File: config.mk
export PLATFORM = sky130hd
export DESIGN_NAME = fft8_stream_flat
export DESIGN_NICKNAME = d
export VERILOG_FILES = /design/src/rtl/fft8_pkg.sv /design/src/rtl/fft8_stream_if.sv /design/src/rtl/fft8_butterfly.sv /design/src/rtl/fft8_stream.sv /design/src/flat_wrapper.sv
export SDC_FILE = /design/constraint.sdc
export NUM_CORES = 2
export LEC_CHECK = 0
export CORE_ASPECT_RATIO = 0.8
export CORE_MARGIN = 3
export CORE_UTILIZATION = 50
export CTS_BUF_LIST = sky130_fd_sc_hd__clkbuf_8 sky130_fd_sc_hd__clkbuf_16
export DETAILED_ROUTE_END_ITERATION = 8
export PLACE_DENSITY = 0.66
export SLEW_MARGIN = 30
export SYNTH_ARGS = -nofsm -noshare
export SYNTH_HDL_FRONTEND = slang
export SYNTH_SLANG_ARGS = --single-unit
File: constraint.sdc
create_clock -name clk -period 30.9 [get_ports clk]
set_input_delay 6.18 -clock clk [delete_from_list [all_inputs] [get_ports clk]]
set_output_delay 6.18 -clock clk [all_outputs]
set_load 0.01 [all_outputs]
File: src/rtl/fft8_pkg.sv
// fft8_pkg: widths, twiddle constant, FSM states and address helpers for fft8_stream
package fft8_pkg;
    localparam int DW = 16;
    localparam int OW = DW + 4;
    localparam int C_Q15 = 23170;

    typedef enum logic [1:0] {LOAD, COMPUTE, UNLOAD} state_t;

    function automatic logic [2:0] bitrev3(input logic [2:0] n);
        return {n[0], n[1], n[2]};
    endfunction

    // twiddle exponent o*(4>>s) with o = p & (span-1)
    function automatic logic [1:0] tw_exp(input logic [1:0] s, input logic [1:0] p);
        return (s == 2'd0) ? 2'd0 : (s == 2'd1) ? {p[0], 1'b0} : p;
    endfunction
endpackage

File: src/rtl/fft8_stream_if.sv
// fft8_stream_if: sample-in / bin-out valid-ready bundle; slave = the FFT block, master = its environment
interface fft8_stream_if;
    logic                            s_valid;
    logic                            s_ready;
    logic signed [fft8_pkg::DW-1:0]  s_real;
    logic signed [fft8_pkg::DW-1:0]  s_imag;
    logic                            m_valid;
    logic                            m_ready;
    logic signed [fft8_pkg::OW-1:0]  m_real;
    logic signed [fft8_pkg::OW-1:0]  m_imag;
    logic [2:0]                      m_index;
    logic                            m_last;

    modport slave (
        input  s_valid, s_real, s_imag, m_ready,
        output s_ready, m_valid, m_real, m_imag, m_index, m_last
    );

    modport master (
        output s_valid, s_real, s_imag, m_ready,
        input  s_ready, m_valid, m_real, m_imag, m_index, m_last
    );
endinterface

File: src/rtl/fft8_butterfly.sv
// fft8_butterfly: rotate b by W8^k then form a+t / a-t; FFT8_SCALE_EN halves both outputs (floor)
module fft8_butterfly
    import fft8_pkg::*;
(
    input  logic signed [OW-1:0] a_re,
    input  logic signed [OW-1:0] a_im,
    input  logic signed [OW-1:0] b_re,
    input  logic signed [OW-1:0] b_im,
    input  logic [1:0]           k,
    output logic signed [OW-1:0] top_re,
    output logic signed [OW-1:0] top_im,
    output logic signed [OW-1:0] bot_re,
    output logic signed [OW-1:0] bot_im
);
    localparam int PW = OW + 17;

    logic signed [OW:0]   spi, dif;
    logic signed [PW-1:0] p_spi, p_dif;
    logic signed [OW-1:0] r_spi, r_dif, t_re, t_im;

    // twiddle rotation; diagonal twiddles scale the one-bit-wider sums by C and round back
    always_comb begin
        spi   = {b_re[OW-1], b_re} + {b_im[OW-1], b_im};
        dif   = {b_im[OW-1], b_im} - {b_re[OW-1], b_re};
        p_spi = PW'(spi) * PW'(C_Q15);
        p_dif = PW'(dif) * PW'(C_Q15);
        r_spi = OW'((p_spi + PW'(16384)) >>> 15);
        r_dif = OW'((p_dif + PW'(16384)) >>> 15);
        t_re  = (k == 2'd0) ? b_re : (k == 2'd2) ? b_im : (k == 2'd1) ? r_spi : r_dif;
        t_im  = (k == 2'd0) ? b_im : (k == 2'd2) ? -b_re : (k == 2'd1) ? r_dif : -r_spi;
    end

`ifdef FFT8_SCALE_EN
    logic signed [OW:0] s_re, s_im, d_re, d_im;

    // full-width add/sub, then arithmetic halving back into OW
    always_comb begin
        s_re   = {a_re[OW-1], a_re} + {t_re[OW-1], t_re};
        s_im   = {a_im[OW-1], a_im} + {t_im[OW-1], t_im};
        d_re   = {a_re[OW-1], a_re} - {t_re[OW-1], t_re};
        d_im   = {a_im[OW-1], a_im} - {t_im[OW-1], t_im};
        top_re = OW'(s_re >>> 1);
        top_im = OW'(s_im >>> 1);
        bot_re = OW'(d_re >>> 1);
        bot_im = OW'(d_im >>> 1);
    end
`else
    // OW headroom covers full growth, so plain OW-wide add/sub never wraps
    always_comb begin
        top_re = a_re + t_re;
        top_im = a_im + t_im;
        bot_re = a_re - t_re;
        bot_im = a_im - t_im;
    end
`endif
endmodule

File: src/rtl/fft8_stream.sv
// fft8_stream: streaming 8-point radix-2 DIT forward FFT, one shared butterfly; option macro FFT8_SCALE_EN
module fft8_stream
    import fft8_pkg::*;
(
    input  logic         clk,
    input  logic         reset,
    fft8_stream_if.slave io,
    output logic         busy
);
    state_t state, state_nxt;
    logic [2:0] n_cnt, top_a, bot_a, nxt_idx;
    logic [3:0] b_cnt;
    logic [1:0] stg, pr, tw_k;
    logic s_acc, m_acc, bf_done;
    logic signed [OW-1:0] mem_re [8];
    logic signed [OW-1:0] mem_im [8];
    logic signed [OW-1:0] top_re, top_im, bot_re, bot_im;

    assign io.s_ready = state == LOAD;
    assign busy       = state != LOAD;
    assign s_acc      = io.s_valid && io.s_ready;
    assign m_acc      = io.m_valid && io.m_ready;
    assign bf_done    = state == COMPUTE && b_cnt == 4'd11;
    assign nxt_idx    = io.m_index + 3'd1;

    // butterfly b -> stage b/4, pair b%4 -> in-place addresses and twiddle exponent
    always_comb begin
        stg   = b_cnt[3:2];
        pr    = b_cnt[1:0];
        top_a = (stg == 2'd0) ? {pr, 1'b0} : (stg == 2'd1) ? {pr[1], 1'b0, pr[0]} : {1'b0, pr};
        bot_a = (stg == 2'd0) ? {pr, 1'b1} : (stg == 2'd1) ? {pr[1], 1'b1, pr[0]} : {1'b1, pr};
        tw_k  = tw_exp(stg, pr);
    end

    fft8_butterfly u_bf (
        .a_re   (mem_re[top_a]),
        .a_im   (mem_im[top_a]),
        .b_re   (mem_re[bot_a]),
        .b_im   (mem_im[bot_a]),
        .k      (tw_k),
        .top_re (top_re),
        .top_im (top_im),
        .bot_re (bot_re),
        .bot_im (bot_im)
    );

    // state register; reset aborts any frame in flight
    always_ff @(posedge clk or posedge reset) begin
        if (reset) state <= LOAD;
        else       state <= state_nxt;
    end

    // next state: 8 accepts, 12 butterflies, 8 delivered bins
    always_comb begin
        state_nxt = state;
        case (state)
            LOAD:    if (s_acc && n_cnt == 3'd7) state_nxt = COMPUTE;
            COMPUTE: if (bf_done) state_nxt = UNLOAD;
            UNLOAD:  if (m_acc && io.m_index == 3'd7) state_nxt = LOAD;
            default: state_nxt = LOAD;
        endcase
    end

    // register file: samples land bit-reversed, butterflies write back in place
    always_ff @(posedge clk) begin
        if (s_acc) begin
            mem_re[bitrev3(n_cnt)] <= {{(OW-DW){io.s_real[DW-1]}}, io.s_real};
            mem_im[bitrev3(n_cnt)] <= {{(OW-DW){io.s_imag[DW-1]}}, io.s_imag};
        end else if (state == COMPUTE) begin
            mem_re[top_a] <= top_re;
            mem_im[top_a] <= top_im;
            mem_re[bot_a] <= bot_re;
            mem_im[bot_a] <= bot_im;
        end
    end

    // counters and registered output bin; bin 0 preloads as the last butterfly writes
    always_ff @(posedge clk or posedge reset) begin
        if (reset) begin
            n_cnt      <= 3'd0;
            b_cnt      <= 4'd0;
            io.m_valid <= 1'b0;
            io.m_index <= 3'd0;
            io.m_last  <= 1'b0;
            io.m_real  <= '0;
            io.m_imag  <= '0;
        end else begin
            if (s_acc) n_cnt <= n_cnt + 3'd1;
            if (state == COMPUTE) b_cnt <= bf_done ? 4'd0 : b_cnt + 4'd1;
            if (bf_done) begin
                io.m_valid <= 1'b1;
                io.m_index <= 3'd0;
                io.m_last  <= 1'b0;
                io.m_real  <= mem_re[0];
                io.m_imag  <= mem_im[0];
            end else if (m_acc) begin
                io.m_valid <= io.m_index != 3'd7;
                io.m_index <= nxt_idx;
                io.m_last  <= nxt_idx == 3'd7;
                io.m_real  <= mem_re[nxt_idx];
                io.m_imag  <= mem_im[nxt_idx];
            end
        end
    end
endmodule

File: src/flat_wrapper.sv
// flat-port wrapper written by rule: the top's interface ports become plain ports
module fft8_stream_flat import fft8_pkg::*;
  (clk, reset, busy, io_s_valid, io_s_real, io_s_imag, io_m_ready, io_s_ready, io_m_valid, io_m_real, io_m_imag, io_m_index, io_m_last);
  fft8_stream_if io_i ();
  input  logic clk;
  input  logic reset;
  output logic busy;
  input wire logic [$bits(io_i.s_valid)-1:0] io_s_valid;
  input wire logic [$bits(io_i.s_real)-1:0] io_s_real;
  input wire logic [$bits(io_i.s_imag)-1:0] io_s_imag;
  input wire logic [$bits(io_i.m_ready)-1:0] io_m_ready;
  output wire logic [$bits(io_i.s_ready)-1:0] io_s_ready;
  output wire logic [$bits(io_i.m_valid)-1:0] io_m_valid;
  output wire logic [$bits(io_i.m_real)-1:0] io_m_real;
  output wire logic [$bits(io_i.m_imag)-1:0] io_m_imag;
  output wire logic [$bits(io_i.m_index)-1:0] io_m_index;
  output wire logic [$bits(io_i.m_last)-1:0] io_m_last;
  assign io_i.s_valid = io_s_valid;
  assign io_i.s_real = io_s_real;
  assign io_i.s_imag = io_s_imag;
  assign io_i.m_ready = io_m_ready;
  assign io_s_ready = io_i.s_ready;
  assign io_m_valid = io_i.m_valid;
  assign io_m_real = io_i.m_real;
  assign io_m_imag = io_i.m_imag;
  assign io_m_index = io_i.m_index;
  assign io_m_last = io_i.m_last;
  fft8_stream u_core (.clk(clk), .reset(reset), .io(io_i), .busy(busy));
endmodule
Yosys cells after proc, flatten, opt, wreduce, memory -nomap -nowiden
Memory sizes are Yosys's and may differ from the RTL's. Index checks and enable logic that the tools add are counted.

Register bits: 54. RAM bits: 320. Output and inout port bits: 47. Logic and storage cells: 89. Memories kept: 2.

$add $sub $neg: 13. $mul: 2. Equal/unequal tests: 13. Mux-type cells: 38. Reductions and logical operators: 13.

Memory list: u_core.mem_im (words 8, bits a word 20, rd ports 4, clocked after memory_dff 0, write ports 2, line fft8_stream.sv:16) `logic signed [OW-1:0] mem_im [8];`; u_core.mem_re (words 8, bits a word 20, rd ports 4, clocked after memory_dff 0, write ports 2, line fft8_stream.sv:15) `logic signed [OW-1:0] mem_re [8];`.

Operators with widths (number): two-way mux 20 bit (12); adder 35 x 16 -> 35 bit (second input constant) (2); multiplier 21 x 15 -> 34 bit (second input constant) (2); adder 20 bit (2); negation 20 bit (2); OR reduction 20 bit (2); subtractor 20 bit (2); two-way mux 3 bit (8); adder 20 x 20 -> 21 bit (1); subtractor 20 x 20 -> 21 bit (1); two-way mux 1 bit (11); two-way mux 2 bit (5); equality test 3 bit (second input constant) (3); adder 3 x 1 -> 3 bit (second input constant) (2); equality test 2 x 1 -> 1 bit (second input constant) (3); logical NOT 2 bit (3); case mux 2 bit (3 select lines) (1); logical AND 1 bit (5); adder 4 x 1 -> 4 bit (second input constant) (1); equality test 2 bit (second input constant) (2); equality test 4 bit (second input constant) (1); two-way mux 4 bit (1); != test 2 x 1 -> 1 bit (second input constant) (2); nonzero test 2 bit (2); 3 further kinds (3).

Depth between registers and ports, before layout
An unclocked memory read counts as a cell.

Depth after elaboration: 13. Depth in mapped cells: 65. Depth with buffers taken out: 59.

By module
Synthesis repeated with hierarchy kept, for this count alone.

Cell total of the unflattened synthesis: 4361. Area total of the unflattened synthesis: 39980.8 sq um.

Modules (own cells, without submodules): fft8_stream (instances 1, cells each 2234, area an instance 22113.7 sq um); fft8_butterfly (instances 1, cells each 2127, area an instance 17867.1 sq um).

Least setup slack after synthesis
No wires, ideal clock.

Path type: reg-to-reg. From: register u_core.b_cnt[3]. To: memory u_core.mem_im[1][19] in the netlist's numbering, data pin. Arrival: 12961 ps. Required time: 30635 ps. Setup slack: 17674 ps. Stages on the path, launching flop included: 64. Path buffers: 7. Cell sequence: dfrtp_1 -> clkbuf_1 -> nor2_1 -> clkbuf_1 -> nor2_1 -> clkbuf_1 -> buf_1 -> clkbuf_1 -> nand2_1 -> nand3_1 -> o2111ai_1 -> inv_1 -> ha_1 -> nor2b_1 -> o21ai_0 -> a21boi_0 -> o21ai_0 -> a21boi_0 -> [... 28 more ...] -> or4b_4 -> nor2_1 -> or4b_2 -> nor3b_1 -> xnor2_1 -> nand2_1 -> xnor2_1 -> o21ai_0 -> mux2_2 -> ha_1 -> inv_1 -> a21oi_1 -> o31a_1 -> clkbuf_1 -> nor2_1 -> a21oi_1 -> xnor2_1 -> o21ai_1.

RTL lines: start: declaration (line fft8_stream.sv:12) `logic [3:0] b_cnt;`; start signal: assignment (line fft8_stream.sv:89) `if (state == COMPUTE) b_cnt <= bf_done ? 4'd0 : b_cnt + 4'd1;`; end: declaration (line fft8_stream.sv:16).

==> impl_results.md <==
* Required @ worst endpoint at 31160 ps
* Syn_nets at between 5000 and 6000
* Post-synth cell types at approximately 120
* Vias in the first global route at between 30000 and 40000
* Synth area leader: edfxtp_1
* Hold-fix buffers, CTS at 0
* Post-place setup slack at 15190 ps
* Fmax at around 0.062 GHz
* HP Start: u_core.mem_re[0][8]$_DFFE_PP_
* Worst-path clk slew at approximately 70 ps
* Antenna-violating nets left at 0
* FF-to-FF Start: u_core.b_cnt[0]$_DFFE_PP0P_
* DRT Wirelength at around 140 mm
* Run status: finished clean
* Vias at approximately 35000
* FF+latch count, synth at about 370
* Crit Path Max Fanout at 15
* Post-Synthesis Cell Area at approximately 41000 um^2
* RD Place Congestion at around 0.99
* Worst r2r path cells at between 50 and 60
* Setup TNS at 0 ps
* Mean cell area of the mapped netlist at ~9 um^2
* Post-CTS sizing at 0
* Hold Vio Cnt, Final at 0
* Worst path max stage delay at approximately 750 ps
* Worst-path cell with the longest stage delay: xor2_1
* DRC Markers at 0
* Worst Path Buf+Inv at 8
* Skew final at around 41 ps
* Endpoints failing setup at 0
* Starting Density at approximately half
* Largest delay share family, worst path: compound AO/OA/AOI/OAI gates
* Slew Limit Fails at 0
* Hold/Removal Path Class: flop to flop
* Post-synth EDFFs at between 300 and 400
* Num CTS Buffers at 38
* # rows at 93
* Worst hold margin at 511 ps
* Nets@finish at ~5000
* DIE AREA at 85400 um^2
* Fraction of layout cells with a size suffix above 1 at just under 10%
* Detailed Routing Iterations Pass 1 at 6
* Global-route wire length before repair at approximately 200 mm
* Sequential area share after synthesis at between 20% and 30%
* IO Pins at 83
* Min cycle time layout at 16010 ps
* Clock Sinks at roughly 370
* Multi-input logic area at around 28000 um^2
* Vias per cell at around 6.3
* Filler Cells Inserted at about 7000
* Capturing point of the worst reg2reg path: u_core.mem_re[4][19]$_DFFE_PP_
* RSZ-0062 raised after global routing: no
* Main synth FF type: edfxtp_1
* Initial antenna violation count at 1
* Die height at between 200 and 300 um
* CTS tree: yes
* Hold Path End: u_core.io.m_real[8]$_DFFE_PP0P_
* Syn Inst Count at about 4400
* DR WL/cell at between 20 and 25 um
* Clock latency on the worst-skew pair at around 580 ps
* Worst slew margin at between 20% and 30%
* Crit path capture type: flop
* Reg-to-reg setup timing slack at 14890 ps
* Worst-Margin Slew at ~1100 ps
* Yosys top cell area share at between 20% and 30%
* CORE AREA at 80900 um^2
* Grt ovf at 0
* H-tree levels at 2
* Ys async rst share at between 10 and 15%
* IO Port Bufs at 82
* DRT iter0 DRCs at 5057
* P&R area growth vs syn at 8.62%
* Largest net degree at the start of global routing at 64
* Synth area leaders: edfxtp_1 (23%), ha_1 (13%), mux4_2 (8.8%), fa_1 (7.9%), a21oi_1 (5.2%)
* Max-cap violations at 0
* CP Data Arrival Time at approximately 16000 ps
* Critical path class: flop to flop
* Die X-Extent at 326 um
* Worst Slack Setup Final at 14890 ps
* Detail Placement HPWL at about 100 mm
* Startpoint Class: flop
* CTS Root Cell: clkbuf_16
* Fin crit share at between 50% and 60%
* Most frequent cell after synthesis: inv_1
* Synth warn at 0
* FF+latch area at approximately 11000 um^2
* WHS Path Cells at 2
* All-Layer GR Usage at between 30% and 40%
* Postcts setup bufs at 0
* Clock Tree Buf Depth at 3
* Commonest cells in the netlist: inv_1 (481), nand2_1 (477), nor2_1 (432)
-- final cells by class --
cell class / count / share of cell area [%]
Multi-Input combinational cell: 3330 / 61.9
Sequential cell: 374 / 24.7
Inverter: 483 / 4.08
Timing Repair Buffer: 173 / 3.44
Tap cell: 1092 / 3.07
Clock buffer: 44 / 2.35
Clock inverter: 25 / 0.518
Antenna cell: 1 / 0.00563
-- cell families after synthesis --
logic type      after synthesis  synth area share, %
simple gates               1272                 13.8
compound gates              947                 14.6
buf+inv                     718                 6.77
fa+ha+maj                   576                 20.6
flops                       374                 26.8
mux                         328                 12.9
xor+xnor                    207                 4.50
-- metal layers --
layer / part of all wire, % / wire [um] / track usage, % / up-vias
li1: - / - / - / 15600
met1: 42 / 57900 / 46.5 / 16800
met3: 13 / 17700 / 7.13 / 305
met2: 41 / 56000 / 45.2 / 2186
met4: 3.5 / 4730 / 9.91 / 0
met5: 0 / 0 / 0 / -
-- worst min-delay path: stages, from the launching register on --
cell and delay, ps:
edfxtp_1 360, nand2_1 50, o21ai_0 60
-- worst max path at each step --
stage                                     start                             end  cells past startpoint
finish              u_core.b_cnt[0]$_DFFE_PP0P_  u_core.mem_re[4][19]$_DFFE_PP_                     58
global route        u_core.b_cnt[0]$_DFFE_PP0P_  u_core.mem_re[5][19]$_DFFE_PP_                     58
CTS                 u_core.b_cnt[0]$_DFFE_PP0P_  u_core.mem_re[7][19]$_DFFE_PP_                     58
detailed placement  u_core.b_cnt[0]$_DFFE_PP0P_  u_core.mem_re[7][19]$_DFFE_PP_                     58
global placement    u_core.b_cnt[0]$_DFFE_PP0P_  u_core.mem_re[3][19]$_DFFE_PP_                     59
floorplan           u_core.b_cnt[3]$_DFFE_PP0P_  u_core.mem_im[1][19]$_DFFE_PP_                     63
-- cells in the final DEF, fill, tap and decap left out, drive strengths merged, types with 12 or more instances in the layout --
cell	netlist	final
inv	481	492
nand2	477	477
nor2	432	432
a21oi	428	428
ha	414	414
edfxtp	320	320
o21ai	167	167
fa	162	162
mux2i	161	161
mux4	160	160
xnor2	149	149
nand3	101	101
buf	55	90
clkdlybuf4s50	0	82
nor3	67	67
xor2	58	58
dfrtp	54	54
a21o	51	51
clkbuf	180	45
o211ai	35	35
and2	34	34
a211oi	32	32
and3	27	27
o21bai	25	25
nand4	22	22
a31oi	22	22
o2111ai	19	19
nor2b	18	18
or3	17	17
or2	16	16
o31a	14	14
nor4	14	14
o221ai	12	12
-- metrics by stage --
step	std cells	area (um^2)	util (%)
4_1_cts	5520	44400	54.9
2_1_floorplan	4422	40900	-
5_1_grt	5521	44500	55.0
3_3_place_gp	5450	43100	53.3
3_5_place_dp	5451	43200	53.4
6_report	5522	44500	55.0
-- flip-flops by register name, indices dropped and copies added (netlist names) --
name,count
u_core.mem_re,160
u_core.io.m_last,1
u_core.io.m_real,20
u_core.state,2
u_core.b_cnt,4
u_core.n_cnt,3
u_core.io.m_valid,1
u_core.mem_im,160
u_core.io.m_imag,20
u_core.io.m_index,3
Power is left out: the tool's default activity adds up to more than one toggle a clock period on the data nets, which glitch-free logic cannot reach.
